File: src/rtl/alarm_unit_if.sv
// alarm_unit_if: time-of-day inputs, alarm programming/control and alarm status bundle
interface alarm_unit_if;
  logic       ena;
  logic [7:0] hh;
  logic [7:0] mm;
  logic [7:0] ss;
  logic       pm;
  logic       arm_en;
  logic       set_valid;
  logic [7:0] set_hh;
  logic [7:0] set_mm;
  logic       set_pm;
  logic       snooze;
  logic       dismiss;
  logic       buzz;
  logic       snoozing;
  logic       armed;
  logic       set_err;
  logic [7:0] al_hh;
  logic [7:0] al_mm;
  logic       al_pm;
  modport master (
    output ena, hh, mm, ss, pm, arm_en, set_valid, set_hh, set_mm, set_pm, snooze, dismiss,
    input  buzz, snoozing, armed, set_err, al_hh, al_mm, al_pm
  );
  modport slave (
    input  ena, hh, mm, ss, pm, arm_en, set_valid, set_hh, set_mm, set_pm, snooze, dismiss,
    output buzz, snoozing, armed, set_err, al_hh, al_mm, al_pm
  );
endinterface

File: src/rtl/alarm_unit.sv
// alarm_unit: 12h BCD alarm with timeout, dismiss and hold-off; snooze built only when ALARM_SNOOZE_EN is defined
module alarm_unit #(
  parameter int RING_SECS   = 60,
  parameter int SNOOZE_SECS = 300
) (
  input logic        clk,
  input logic        reset,
  alarm_unit_if.slave bus
);
`ifdef ALARM_SNOOZE_EN
  typedef enum logic [1:0] {IDLE, ARMED, RINGING, SNOOZE} state_t;
  localparam logic [15:0] SNZ_LAST = 16'(SNOOZE_SECS - 1);
`else
  typedef enum logic [1:0] {IDLE, ARMED, RINGING} state_t;
`endif
  localparam logic [15:0] RING_LAST = 16'(RING_SECS - 1);
  state_t      st, st_n;
  logic [15:0] cnt, cnt_n, cnt_inc;
  logic        hold, hold_n, match, ok, rej, live;
  assign ok = ((bus.set_hh[7:4] == 4'd0 && bus.set_hh[3:0] != 4'd0 && bus.set_hh[3:0] <= 4'd9) ||
               (bus.set_hh[7:4] == 4'd1 && bus.set_hh[3:0] <= 4'd2)) &&
              bus.set_mm[7:4] <= 4'd5 && bus.set_mm[3:0] <= 4'd9;
  assign rej = bus.set_valid & ~ok;
  assign match = {bus.hh, bus.mm, bus.ss, bus.pm} == {bus.al_hh, bus.al_mm, 8'h00, bus.al_pm};
  assign cnt_inc = cnt == 16'hFFFF ? cnt : cnt + 16'd1;
`ifdef ALARM_SNOOZE_EN
  assign live = st == RINGING || st == SNOOZE;
`else
  logic snooze_unused;
  assign snooze_unused = bus.snooze;
  assign live = st == RINGING;
  assign bus.snoozing = 1'b0;
`endif
  always_comb begin
    st_n = st;
    cnt_n = cnt;
    // a rejected load freezes everything, including the hold-off flag
    hold_n = rej ? hold : hold & match;
    if (!bus.arm_en) begin
      st_n = IDLE;
      cnt_n = '0;
    end else if (bus.set_valid) begin
      if (ok && live) begin
        st_n = ARMED;
        hold_n = 1'b0;
        cnt_n = '0;
      end
    end else if (bus.dismiss && live) begin
      st_n = ARMED;
      hold_n = 1'b1;
      cnt_n = '0;
`ifdef ALARM_SNOOZE_EN
    end else if (bus.snooze && st == RINGING) begin
      st_n = SNOOZE;
      cnt_n = '0;
    end else if (st == SNOOZE) begin
      if (bus.ena) begin
        st_n = cnt == SNZ_LAST ? RINGING : SNOOZE;
        cnt_n = cnt == SNZ_LAST ? '0 : cnt_inc;
      end
`endif
    end else if (st == RINGING) begin
      if (bus.ena) begin
        st_n = cnt == RING_LAST ? ARMED : RINGING;
        hold_n = cnt == RING_LAST ? 1'b1 : hold_n;
        cnt_n = cnt == RING_LAST ? '0 : cnt_inc;
      end
    end else if (st == IDLE) begin
      st_n = ARMED;
    end else if (match && !hold) begin
      st_n = RINGING;
    end
  end
  always_ff @(posedge clk) begin
    if (reset) begin
      st <= IDLE;
      cnt <= '0;
      hold <= 1'b0;
      bus.buzz <= 1'b0;
      bus.armed <= 1'b0;
      bus.set_err <= 1'b0;
      bus.al_hh <= 8'h12;
      bus.al_mm <= 8'h00;
      bus.al_pm <= 1'b0;
`ifdef ALARM_SNOOZE_EN
      bus.snoozing <= 1'b0;
`endif
    end else begin
      st <= st_n;
      cnt <= cnt_n;
      hold <= hold_n;
      bus.buzz <= st_n == RINGING;
      bus.armed <= st_n != IDLE;
      bus.set_err <= rej;
      bus.al_hh <= bus.set_valid && ok ? bus.set_hh : bus.al_hh;
      bus.al_mm <= bus.set_valid && ok ? bus.set_mm : bus.al_mm;
      bus.al_pm <= bus.set_valid && ok ? bus.set_pm : bus.al_pm;
`ifdef ALARM_SNOOZE_EN
      bus.snoozing <= st_n == SNOOZE;
`endif
    end
  end
endmodule

File: src/flat_wrapper.sv
// flat-port wrapper written by rule: the top's interface ports become plain ports
module alarm_unit_flat 
#(
  parameter int RING_SECS   = 60,
  parameter int SNOOZE_SECS = 300
)
  (clk, reset, bus_ena, bus_hh, bus_mm, bus_ss, bus_pm, bus_arm_en, bus_set_valid, bus_set_hh, bus_set_mm, bus_set_pm, bus_snooze, bus_dismiss, bus_buzz, bus_snoozing, bus_armed, bus_set_err, bus_al_hh, bus_al_mm, bus_al_pm);
  alarm_unit_if bus_i ();
  input logic clk;
  input logic reset;
  input wire logic [$bits(bus_i.ena)-1:0] bus_ena;
  input wire logic [$bits(bus_i.hh)-1:0] bus_hh;
  input wire logic [$bits(bus_i.mm)-1:0] bus_mm;
  input wire logic [$bits(bus_i.ss)-1:0] bus_ss;
  input wire logic [$bits(bus_i.pm)-1:0] bus_pm;
  input wire logic [$bits(bus_i.arm_en)-1:0] bus_arm_en;
  input wire logic [$bits(bus_i.set_valid)-1:0] bus_set_valid;
  input wire logic [$bits(bus_i.set_hh)-1:0] bus_set_hh;
  input wire logic [$bits(bus_i.set_mm)-1:0] bus_set_mm;
  input wire logic [$bits(bus_i.set_pm)-1:0] bus_set_pm;
  input wire logic [$bits(bus_i.snooze)-1:0] bus_snooze;
  input wire logic [$bits(bus_i.dismiss)-1:0] bus_dismiss;
  output wire logic [$bits(bus_i.buzz)-1:0] bus_buzz;
  output wire logic [$bits(bus_i.snoozing)-1:0] bus_snoozing;
  output wire logic [$bits(bus_i.armed)-1:0] bus_armed;
  output wire logic [$bits(bus_i.set_err)-1:0] bus_set_err;
  output wire logic [$bits(bus_i.al_hh)-1:0] bus_al_hh;
  output wire logic [$bits(bus_i.al_mm)-1:0] bus_al_mm;
  output wire logic [$bits(bus_i.al_pm)-1:0] bus_al_pm;
  assign bus_i.ena = bus_ena;
  assign bus_i.hh = bus_hh;
  assign bus_i.mm = bus_mm;
  assign bus_i.ss = bus_ss;
  assign bus_i.pm = bus_pm;
  assign bus_i.arm_en = bus_arm_en;
  assign bus_i.set_valid = bus_set_valid;
  assign bus_i.set_hh = bus_set_hh;
  assign bus_i.set_mm = bus_set_mm;
  assign bus_i.set_pm = bus_set_pm;
  assign bus_i.snooze = bus_snooze;
  assign bus_i.dismiss = bus_dismiss;
  assign bus_buzz = bus_i.buzz;
  assign bus_snoozing = bus_i.snoozing;
  assign bus_armed = bus_i.armed;
  assign bus_set_err = bus_i.set_err;
  assign bus_al_hh = bus_i.al_hh;
  assign bus_al_mm = bus_i.al_mm;
  assign bus_al_pm = bus_i.al_pm;
  alarm_unit #(.RING_SECS(RING_SECS), .SNOOZE_SECS(SNOOZE_SECS)) u_core (.clk(clk), .reset(reset), .bus(bus_i));
endmodule
File: config.mk
export PLATFORM = sky130hd
export DESIGN_NAME = alarm_unit_flat
export DESIGN_NICKNAME = d
export VERILOG_FILES = /design/src/rtl/alarm_unit_if.sv /design/src/rtl/alarm_unit.sv /design/src/flat_wrapper.sv
export SDC_FILE = /design/constraint.sdc
export NUM_CORES = 1
export LEC_CHECK = 0
export CAP_MARGIN = 5
export CORE_UTILIZATION = 45
export CTS_CLUSTER_SIZE = 40
export DETAILED_ROUTE_END_ITERATION = 7
export GPL_TIMING_DRIVEN = 1
export PLACE_DENSITY = 0.8
export SKIP_LAST_GASP = 1
export SYNTH_ARGS = -nofsm -noshare
export SYNTH_HDL_FRONTEND = slang
export SYNTH_SLANG_ARGS = --single-unit
File: constraint.sdc
create_clock -name clk -period 2.8 [get_ports clk]
set_input_delay 0.56 -clock clk [delete_from_list [all_inputs] [get_ports clk]]
set_output_delay 0.56 -clock clk [all_outputs]
set_load 0.02 [all_outputs]
==> PnR_summary.wiki <==
{| class="wikitable"
! Metric !! Value
|-
| Clock power share || 44.6%
|-
| Routed wire length per instance || 14.5 um
|-
| Detailed-route wire length || 5070 um
|-
| Top-level I/O count || 70
|-
| Share of the cycle needed by the critical path after routing || 89.1%
|-
| Post CTS Setup Buffer Count || 0
|-
| Chip Height || 68.8 um
|-
| Largest incremental delay on the critical path || 0.59 ns
|-
| Final-report max-slew violation count || 0
|-
| Worst Clk Skew || 0.00697 ns
|-
| Library cell appearing most often on the critical path || sky130_fd_sc_hd__nor4_1
|-
| Port Buf Inserts || 67
|-
| Crit-path cells || clkdlybuf4s50_1, or4b_2, nor4_1, buf_4, nor4_1, a2111oi_2, or2_1
|-
| Flops & latches, synth || 39
|-
| Worst Path Buf+Inv || 2
|-
| Final sum of negative setup slack || 0 ns
|-
| Synth area leader || sky130_fd_sc_hd__dfxtp_1
|-
| Net count, final || 349
|-
| Clock transition at the registers of the reported paths || 0.08 ns
|-
| Top cells by count, synth || sky130_fd_sc_hd__dfxtp_1, sky130_fd_sc_hd__nor2_1, sky130_fd_sc_hd__xor2_1
|-
| Cell row count || 23
|-
| Initial core utilization || 48.4%
|-
| Count of cells along the worst hold path || 1
|-
| Switching portion of total power || 19.8%
|-
| CTS Hold Bufs || 0
|-
| Post-synth EDFFs || 0
|-
| TritonCTS clock tree || done
|-
| Via count of the first global-routing pass || 1,903
|-
| Leakage Power || 1.02 nW
|-
| Detail Placement HPWL || 3930 um
|-
| Via count || 1,944
|-
| Net count after synthesis || 278
|-
| Syn Std Cell Area || 0.00201 mm2
|-
| Top delay family on crit path || simple AND/OR/NAND/NOR gates
|-
| Library cells used by synthesis || 44
|-
| Worst voltage drop across the vdd grid || 0.285 mV
|-
| Main flop type after synthesis || sky130_fd_sc_hd__dfxtp_1
|-
| Drt via density || 5.55
|-
| Result of the run || finished, final reports clean
|-
| Power share of the combinational group || 10.3%
|-
| Share of flip-flops with an asynchronous set or reset after synthesis || 0%
|-
| Post-cts resize count || 0
|-
| Count leader, synth || sky130_fd_sc_hd__dfxtp_1
|-
| Synth warn || 0
|-
| Depth of the CTS H-tree || 2
|-
| Portion of synthesized cell area occupied by the leading cell type || 38.9%
|-
| Startpoint kind of the worst setup timing path || primary input
|-
| Count of TritonRoute iterations in the first routing pass || 4
|-
| Aggregate global routing overflow || 0
|-
| WP data arrival || 2.73 ns
|-
| Worst hold path class || flip-flop to flip-flop
|-
| Number of nets still failing antenna checks after routing || 0
|-
| Post-Layout Cell Count || 350
|-
| Sequential power share || 45.1%
|-
| Number of maximum-capacitance violations || 0
|-
| Inserted Clock Buffers || 5
|-
| Antenna violations before repair || 0
|-
| Switching component of the power || 0.245 mW
|-
| Class of the most critical setup path || primary input to flip-flop
|-
| Crit path required time || 3.04 ns
|-
| Clock latency reported for the late side of the worst-skew pair || 0.29 ns
|-
| Final period demand of the worst path || 2.49 ns
|-
| Max Fclk || 401 MHz
|-
| Total Power Consumption || 1.24 mW
|-
| Critical Path Slowest Stage Cell || sky130_fd_sc_hd__or4b_2
|-
| Proportion of synthesized chip area in sequential cells || 38.9%
|-
| Global-route wire length before repair || 8490 um
|-
| Fraction of final layout cells with drive strength greater than 1 || 7.33%
|-
| Number of buffers on the longest clock path || 2
|-
| Die W || 68.8 um
|-
| Cell internal power dissipation || 0.992 mW
|-
| Number of design-rule violations left by the first detailed-router iteration || 82
|-
| Final Hold Violating Endpoints || 0
|-
| Root buffer cell || sky130_fd_sc_hd__clkbuf_8
|-
| Synth-to-Final Area Change || 43.9%
|-
| Length in cells of the worst reg-to-reg path || 7
|-
| Power per cell area || 429 mW/mm2
|-
| Unrepaired setup endpoints after global routing || false
|-
| Critical path capture point type || flip-flop
|-
| Post-synthesis average cell area || 8.80 um2
|-
| Count of cell instances traversed by the critical path || 7
|-
| Last weighted congestion value of the routability-driven placer || 0.790
|-
| Total core area || 0.00414 mm2
|-
| Top cells by area, synth || sky130_fd_sc_hd__dfxtp_1, sky130_fd_sc_hd__xor2_1, sky130_fd_sc_hd__mux2i_1, sky130_fd_sc_hd__nor2_1, sky130_fd_sc_hd__nand4_1
|-
| Worst-path fanout max || 3
|-
| Remaining DRCs || 0
|-
| Clock sink count || 39
|-
| ANT cells || 0
|-
| Cell count after placement || 342
|-
| Final setup violation count || 0
|-
| Number of instances in the synthesized netlist || 228
|-
| Area of the die || 0.00473 mm2
|-
| Maximum number of pins on one net before global-route repair || 21
|-
| Total Routing Usage GR || 24.5%
|}
-- cells in the final DEF (no fill, tap or decap), types with 3 or more instances in the layout --
cell | netlist | layout
sky130_fd_sc_hd__nor3_1 | 6 | 5
sky130_fd_sc_hd__xnor2_1 | 5 | 5
sky130_fd_sc_hd__nand3_1 | 7 | 7
sky130_fd_sc_hd__a21oi_1 | 13 | 13
sky130_fd_sc_hd__nand2_1 | 6 | 6
sky130_fd_sc_hd__nor2_1 | 22 | 22
sky130_fd_sc_hd__mux2i_1 | 12 | 12
sky130_fd_sc_hd__xor2_1 | 18 | 18
sky130_fd_sc_hd__o21ai_0 | 14 | 14
sky130_fd_sc_hd__dfxtp_1 | 39 | 39
sky130_fd_sc_hd__or3_1 | 12 | 12
sky130_fd_sc_hd__clkdlybuf4s50_1 | 0 | 67
sky130_fd_sc_hd__and3_1 | 3 | 3
sky130_fd_sc_hd__nand4_1 | 12 | 12
sky130_fd_sc_hd__nor3b_1 | 4 | 4
sky130_fd_sc_hd__clkbuf_8 | 0 | 5
sky130_fd_sc_hd__nor4_1 | 7 | 7
sky130_fd_sc_hd__nor2b_1 | 3 | 3
sky130_fd_sc_hd__inv_1 | 7 | 7
sky130_fd_sc_hd__or4_1 | 4 | 4
sky130_fd_sc_hd__buf_4 | 1 | 5
-- worst reg2reg max path: stages (launching register included) --
cell	delay, ns
sky130_fd_sc_hd__dfxtp_1	0.40
sky130_fd_sc_hd__ha_1	0.22
sky130_fd_sc_hd__nand4_1	0.23
sky130_fd_sc_hd__nor4_2	0.37
sky130_fd_sc_hd__nand4b_4	0.23
sky130_fd_sc_hd__nand3_2	0.20
sky130_fd_sc_hd__or3_1	0.40
sky130_fd_sc_hd__a21oi_1	0.15
-- power by group through the flow --
stage	sequential (mW)	clock [mW]	combinational, mW
detailed placement	0.571	0	0.127
CTS	0.559	0.566	0.128
global route	0.559	0.588	0.137
floorplan	0.574	0	0.0360
global placement	0.571	0	0.124
finish	0.559	0.552	0.127
-- stage by stage --
stage | setup slack, ns | hold slack, ns | area, um2 | utilization [%]
global route | 0.0964 | 0.524 | 2890 | 69.7
floorplan | 0.535 | 0.458 | 2010 | -
CTS | 0.304 | 0.511 | 2890 | 69.7
global placement | 0.0337 | 0.475 | 2760 | 66.5
finish | 0.306 | 0.507 | 2890 | 69.7
detailed placement | -0.0198 | 0.493 | 2760 | 66.5
-- cell families (layout without fill, tap and decap cells) --
group	count (synthesis)	count (layout)	synth area share [%]
AO/OA/AOI/OAI	40	40	12.5
XOR/XNOR	23	23	10.0
adder cells (fa/ha/maj)	1	1	0.623
buffers and inverters	16	88	3.68
flip-flops	39	39	38.9
multiplexers	12	12	5.99
other	1	1	0.187
AND/OR/NAND/NOR	96	96	28.1
-- final cells by class --
class | count | area (um2)
Clock buffer | 6 | 72.6
Clock inverter | 2 | 60.1
Fill cell | 339 | 1260
Inverter | 7 | 26.3
Multi-Input combinational cell | 173 | 1160
Sequential cell | 39 | 781
Tap cell | 50 | 62.6
Timing Repair Buffer | 73 | 728
-- path summary, 6_finish.rpt --
| check | startpoint | end | slack [ns] |
|---|---|---|---|
| setup reg to reg | u_core.cnt[0] | u_core.cnt[4] | 0.53 |
| hold reg to reg | u_core.bus.al_mm[7] | u_core.bus.al_mm[7] | 0.51 |
| setup / recovery | bus_ena | u_core.bus.armed | 0.31 |
| hold / removal | u_core.bus.al_mm[7] | u_core.bus.al_mm[7] | 0.51 |
-- sequential cells by signal, summed over array words and instances (netlist names) --
name	count
u_core.cnt	16
u_core.bus.al_hh	8
u_core.bus.al_mm	8
u_core.st	2
u_core.bus.al_pm	1
u_core.bus.armed	1
u_core.bus.buzz	1
u_core.bus.set_err	1
u_core.hold	1
-- per-layer routing --
layer / wire [um] / vias up / global-route usage (%)
met5: 0 / - / 0
met4: 86 / 0 / 7.65
met3: 302 / 12 / 8.39
met2: 2430 / 55 / 40.3
met1: 2260 / 907 / 30.1
li1: - / 970 / -
Note: power is estimated with default switching activity, not from simulation.
